`src/rtl/edge_event_arbiter.sv`:
```
// edge_event_arbiter: rising-edge detector on N level channels with one
// pending event per channel, offered one at a time in round-robin order to a
// single consumer over a valid/ready handshake.
//
// Handshake: an event transfers at a posedge where ev_valid=1 and ev_ready=1.
// Once ev_valid is raised, ev_id is held until that transfer or until reset;
// ev_ready is ignored while ev_valid=0.
module edge_event_arbiter #(
  parameter  int N   = 4,
  localparam int IDW = $clog2(N)
) (
  input  logic           clk,
  input  logic           rst,
  input  logic [N-1:0]   level,
  output logic           ev_valid,
  output logic [IDW-1:0] ev_id,
  input  logic           ev_ready,
  output logic [N-1:0]   pending,
  output logic [N-1:0]   overrun,
  input  logic [N-1:0]   ovr_clr
);

  typedef enum logic {
    IDLE  = 1'b0,
    OFFER = 1'b1
  } state_e;

  state_e         state_q, state_d;
  logic           ev_valid_q, ev_valid_d;
  logic [IDW-1:0] ev_id_q, ev_id_d;
  logic [IDW-1:0] rr_ptr_q, rr_ptr_d;
  logic [N-1:0]   lvl_q, lvl_d;
  logic [N-1:0]   pending_q, pending_d;
  logic [N-1:0]   overrun_q, overrun_d;

  logic [N-1:0]   rise;
  logic [N-1:0]   grant;
  logic           handshake;
  logic           pick_found;
  logic [IDW-1:0] pick_id;

  assign handshake = ev_valid_q & ev_ready;

  // Edge detection, grant decode, pending and sticky overrun update.
  always_comb begin
    lvl_d = level;
    rise  = level & ~lvl_q;
    grant = '0;
    if (handshake) begin
      grant[ev_id_q] = 1'b1;
    end
    // A rise coinciding with its own grant re-arms the channel as a new event.
    pending_d = (pending_q & ~grant) | rise;
    // An edge is lost only if the previous event is still pending and not
    // being consumed this cycle; a new loss wins over a clear.
    overrun_d = (overrun_q & ~ovr_clr) | (rise & pending_q & ~grant);
  end

  // Round-robin search: first pending channel at or after rr_ptr, wrapping.
  always_comb begin
    int sum;
    pick_found = 1'b0;
    pick_id    = '0;
    sum        = 0;
    for (int off = 0; off < N; off++) begin
      sum = int'(rr_ptr_q) + off;
      if (sum >= N) begin
        sum = sum - N;
      end
      if (!pick_found && pending_q[IDW'(sum)]) begin
        pick_found = 1'b1;
        pick_id    = IDW'(sum);
      end
    end
  end

  // FSM next-state: choose in IDLE, hold ev_id in OFFER until accepted.
  always_comb begin
    state_d    = state_q;
    ev_valid_d = ev_valid_q;
    ev_id_d    = ev_id_q;
    rr_ptr_d   = rr_ptr_q;
    case (state_q)
      IDLE: begin
        if (pick_found) begin
          state_d    = OFFER;
          ev_valid_d = 1'b1;
          ev_id_d    = pick_id;
        end
      end
      OFFER: begin
        if (ev_ready) begin
          state_d    = IDLE;
          ev_valid_d = 1'b0;
          if (ev_id_q == IDW'(N - 1)) begin
            rr_ptr_d = '0;
          end else begin
            rr_ptr_d = ev_id_q + 1'b1;
          end
        end
      end
      default: begin
        state_d    = IDLE;
        ev_valid_d = 1'b0;
      end
    endcase
  end

  // State register; reset drops any offered and pending events.
  always_ff @(posedge clk) begin
    if (rst) begin
      state_q    <= IDLE;
      ev_valid_q <= 1'b0;
      ev_id_q    <= '0;
      rr_ptr_q   <= '0;
      lvl_q      <= '0;
      pending_q  <= '0;
      overrun_q  <= '0;
    end else begin
      state_q    <= state_d;
      ev_valid_q <= ev_valid_d;
      ev_id_q    <= ev_id_d;
      rr_ptr_q   <= rr_ptr_d;
      lvl_q      <= lvl_d;
      pending_q  <= pending_d;
      overrun_q  <= overrun_d;
    end
  end

  assign ev_valid = ev_valid_q;
  assign ev_id    = ev_id_q;
  assign pending  = pending_q;
  assign overrun  = overrun_q;

endmodule

```
`config.mk`:
```
export PLATFORM = sky130hd
export DESIGN_NAME = edge_event_arbiter
export DESIGN_NICKNAME = d
export VERILOG_FILES = /design/src/rtl/edge_event_arbiter.sv
export SDC_FILE = /design/constraint.sdc
export NUM_CORES = 1
export LEC_CHECK = 0
export BUFFER_PORTS_ARGS = -buffer_cell sky130_fd_sc_hd__buf_2
export CELL_PAD_IN_SITES_DETAIL_PLACEMENT = 1
export CELL_PAD_IN_SITES_GLOBAL_PLACEMENT = 1
export CORE_MARGIN = 1
export CORE_UTILIZATION = 33
export DETAILED_ROUTE_END_ITERATION = 8
export PLACE_DENSITY_LB_ADDON = 0.12
export SYNTH_ARGS = -nofsm -noshare
export SYNTH_HDL_FRONTEND = slang
export SYNTH_SLANG_ARGS = --single-unit
```
`constraint.sdc`:
```
create_clock -name clk -period 1.1 [get_ports clk]
set_input_delay 0.055 -clock clk [delete_from_list [all_inputs] [get_ports clk]]
set_output_delay 0.055 -clock clk [all_outputs]
set_load 0.01 [all_outputs]
```
==> flow_summary.toml <==
[placed_design]
port_buffers = 21
dp_hpwl_um = 1650
dp.cells = 145
dp_slack_ns = -0.114
gp_congestion = 0.739

[timing]
max-slew-margin-rel_pct = 80.3
slew_violations = 0
setup_slack_ns = -0.105
setup_viol = 6
finalCritPeriodShare_pct = 110
clock-skew-final_ns = 0.0165
timing.fmax_mhz = 830
hold_violations = 0
rsz0062_at_grt = "true"
tightest_slew_ns = 0.293
period_needed_ns = 1.21
fin_tns_setup_ns = -0.327

[cts]
htree_levels = 1
clk_latency_ns = 0.30
clock_path_buffers = 2
post_cts_buffers = 0
numCtsBuffers = 3
tritoncts = "yes"
path_clk_slew_ns = 0.11
clkSinkCount = 18
root_buffer = "clkbuf_4"

[outcome]
violations = "setup timing"
outcome = "finished with violations"

[setup_path]
crit_path_max_fanout = 4
cp_cell_sequence = "inv_4, ha_4, nand3_2, or3b_1, a21oi_1"
worstPathArrival_ns = 1.43
max_stage_delay_ns = 0.40
crit_path_top_delay_cell = "dfxtp_4"
critPathKind = "reg -> reg"
start_kind = "flip-flop"
rrSetupSlack_ns = -0.11
cp-end-kind = "flip-flop"
worstPathRequired_ns = 1.32

[synthesis]
synthAdderAreaFrac_pct = 6.24
synth_xor_area_share_pct = 0
synth-simple-area-share_pct = 26.4
synth_area_leaders = "dfxtp_1, nor2b_1, ha_1"
ys_ff_latch = 18
yosysWarnings = 0
ys_types = 21
syn_area_sq_um = 802
synth_nets = 103
syn_inst = 88
avgSynthCellArea_sq_um = 9.11
synth_top_family_by_area = "simple AND/OR/NAND/NOR gates"
yosys.area.top_type_share_pct = 44.9
ys_seq_area_share_pct = 44.9
synth_compound_area_share_pct = 16.2
muxShareOfSynthArea_pct = 2.50
synth_top_cell_by_area = "dfxtp_1"

[floorplan]
die_h_um = 51.3
start_util_pct = 35.6
fp-row-count = 17
die_width_um = 51.3
coreArea_sq_um = 2250
fp.dieArea_sq_um = 2630
ios = 22

[detailed_routing]
wl_per_cell_um = 14.5
via_per_inst = 4.98
ant_nets = 0
detail_route.iter0.violations = 5
wl_um = 2220
route.vias.total = 762
first_pass_iters = 2
drcViolationCount = 0

[grt]
grt_util_all_layers_pct = 19.3
grt_pass1_vias = 764
grt_pass1_wl_um = 3600
grt_antenna_before_repair = 0
grt-ovfl-total = 0
grt_max_degree = 15

[hold_path]
holdCritPathClass = "in -> reg"

[run]
max-cap-violations = 0

[final_layout]
diodes = 0
drive_above_1_share_pct = 43.2
post-route-util_pct = 50.7
fin_cells = 153
fin_nets = 141
area_delta_synth_final_pct = 42.4

[power]
p_per_area_nw_per_um2 = 1250
leakage_uw = 0.000508
ir_drop_v = 0.000604
power_uw = 1430
Yosys cell counts:
cell type,count
dfxtp_1,18
nor2_1,9
o21bai_1,1
nand2_1,5
nor4_2,1
clkbuf_1,2
nor3b_1,1
or2b_1,2
a311oi_1,1
or3b_1,1
nand3_1,5
a21oi_1,9
mux2i_1,2
or2_4,1
ha_1,4
o21ai_0,2
a32oi_1,3
inv_1,6
nor2b_1,11
o41ai_2,2
nand2b_1,2
cell type report:
| cell class | instances | area, sq um |
|---|---|---|
| Clock buffer | 4 | 26.3 |
| Fill cell | 278 | 1110 |
| Inverter | 6 | 25.0 |
| Multi-Input combinational cell | 62 | 462 |
| Sequential cell | 18 | 374 |
| Tap cell | 28 | 35.0 |
| Timing Repair Buffer | 35 | 220 |
kinds of logic after synthesis:
logic type / Yosys count
fa+ha+maj: 4
compound gates: 18
mux: 2
simple gates: 38
flops: 18
buf+inv: 8
routing by layer:
metal	global-route usage (%)	share of wire [%]	routed length (um)	up-vias
met2	33.8	52	1150	13
li1	-	-	-	379
met4	5.41	0.94	21	0
met3	3.57	2.4	53	2
met5	0	0	0	-
met1	24.0	45	994	368
layout by cell type, fill, tap and decap left out, drive strengths merged, types with 3 or more instances in the layout:
cell	instances
dlygate4sd3	4
clkbuf	4
buf	31
nand3	5
dfxtp	18
nor2	9
ha	4
inv	6
nor2b	11
a21oi	9
nand2	5
a32oi	3
critical path, delay by kind of cell (launching register included):
kind	cells	cell delay (ns)
adders and majority gates	1	0.14
DFF	1	0.40
and+or+nand+nor	2	0.43
AOI/OAI and AO/OA	1	0.12
buffers and inverters	1	0.04
repair_timing:
action,CTS,global route
endpoints found under the setup margin,10,11
hold buffers,4,0
pin swaps,8,1
gates resized for setup,6,5
endpoints found under the hold margin,4,0
stage by stage:
stage / instance area (sq um) / hold slack, ns
2_1_floorplan: 820 / 0.183
3_3_place_gp: 1030 / 0.280
3_5_place_dp: 1030 / 0.281
4_1_cts: 1130 / 0.0125
5_1_grt: 1140 / 0.0201
6_report: 1140 / 0.0260
state kept, by name, summed over array words and instances (netlist names):
| register | count |
|---|---|
| ev_id | 2 |
| ev_valid | 1 |
| lvl_q | 4 |
| overrun | 4 |
| pending | 4 |
| rr_ptr_q | 2 |
| state_q | 1 |
path summary, 6_finish.rpt:
kind                     end  cells past startpoint        from
setup / recovery  overrun[1]                      5    ev_id[1]
hold / removal    overrun[1]                      3  ovr_clr[1]
setup reg to reg  overrun[1]                      5    ev_id[1]
hold reg to reg   overrun[1]                      2  overrun[1]
power breakdown:
part | internal (uW) | switching [uW] | total [uW]
sequential | 703 | 52.9 | 755
clock | 141 | 204 | 345
combinational | 169 | 165 | 333
No activity file was read; power rests on OpenSTA's default activity.
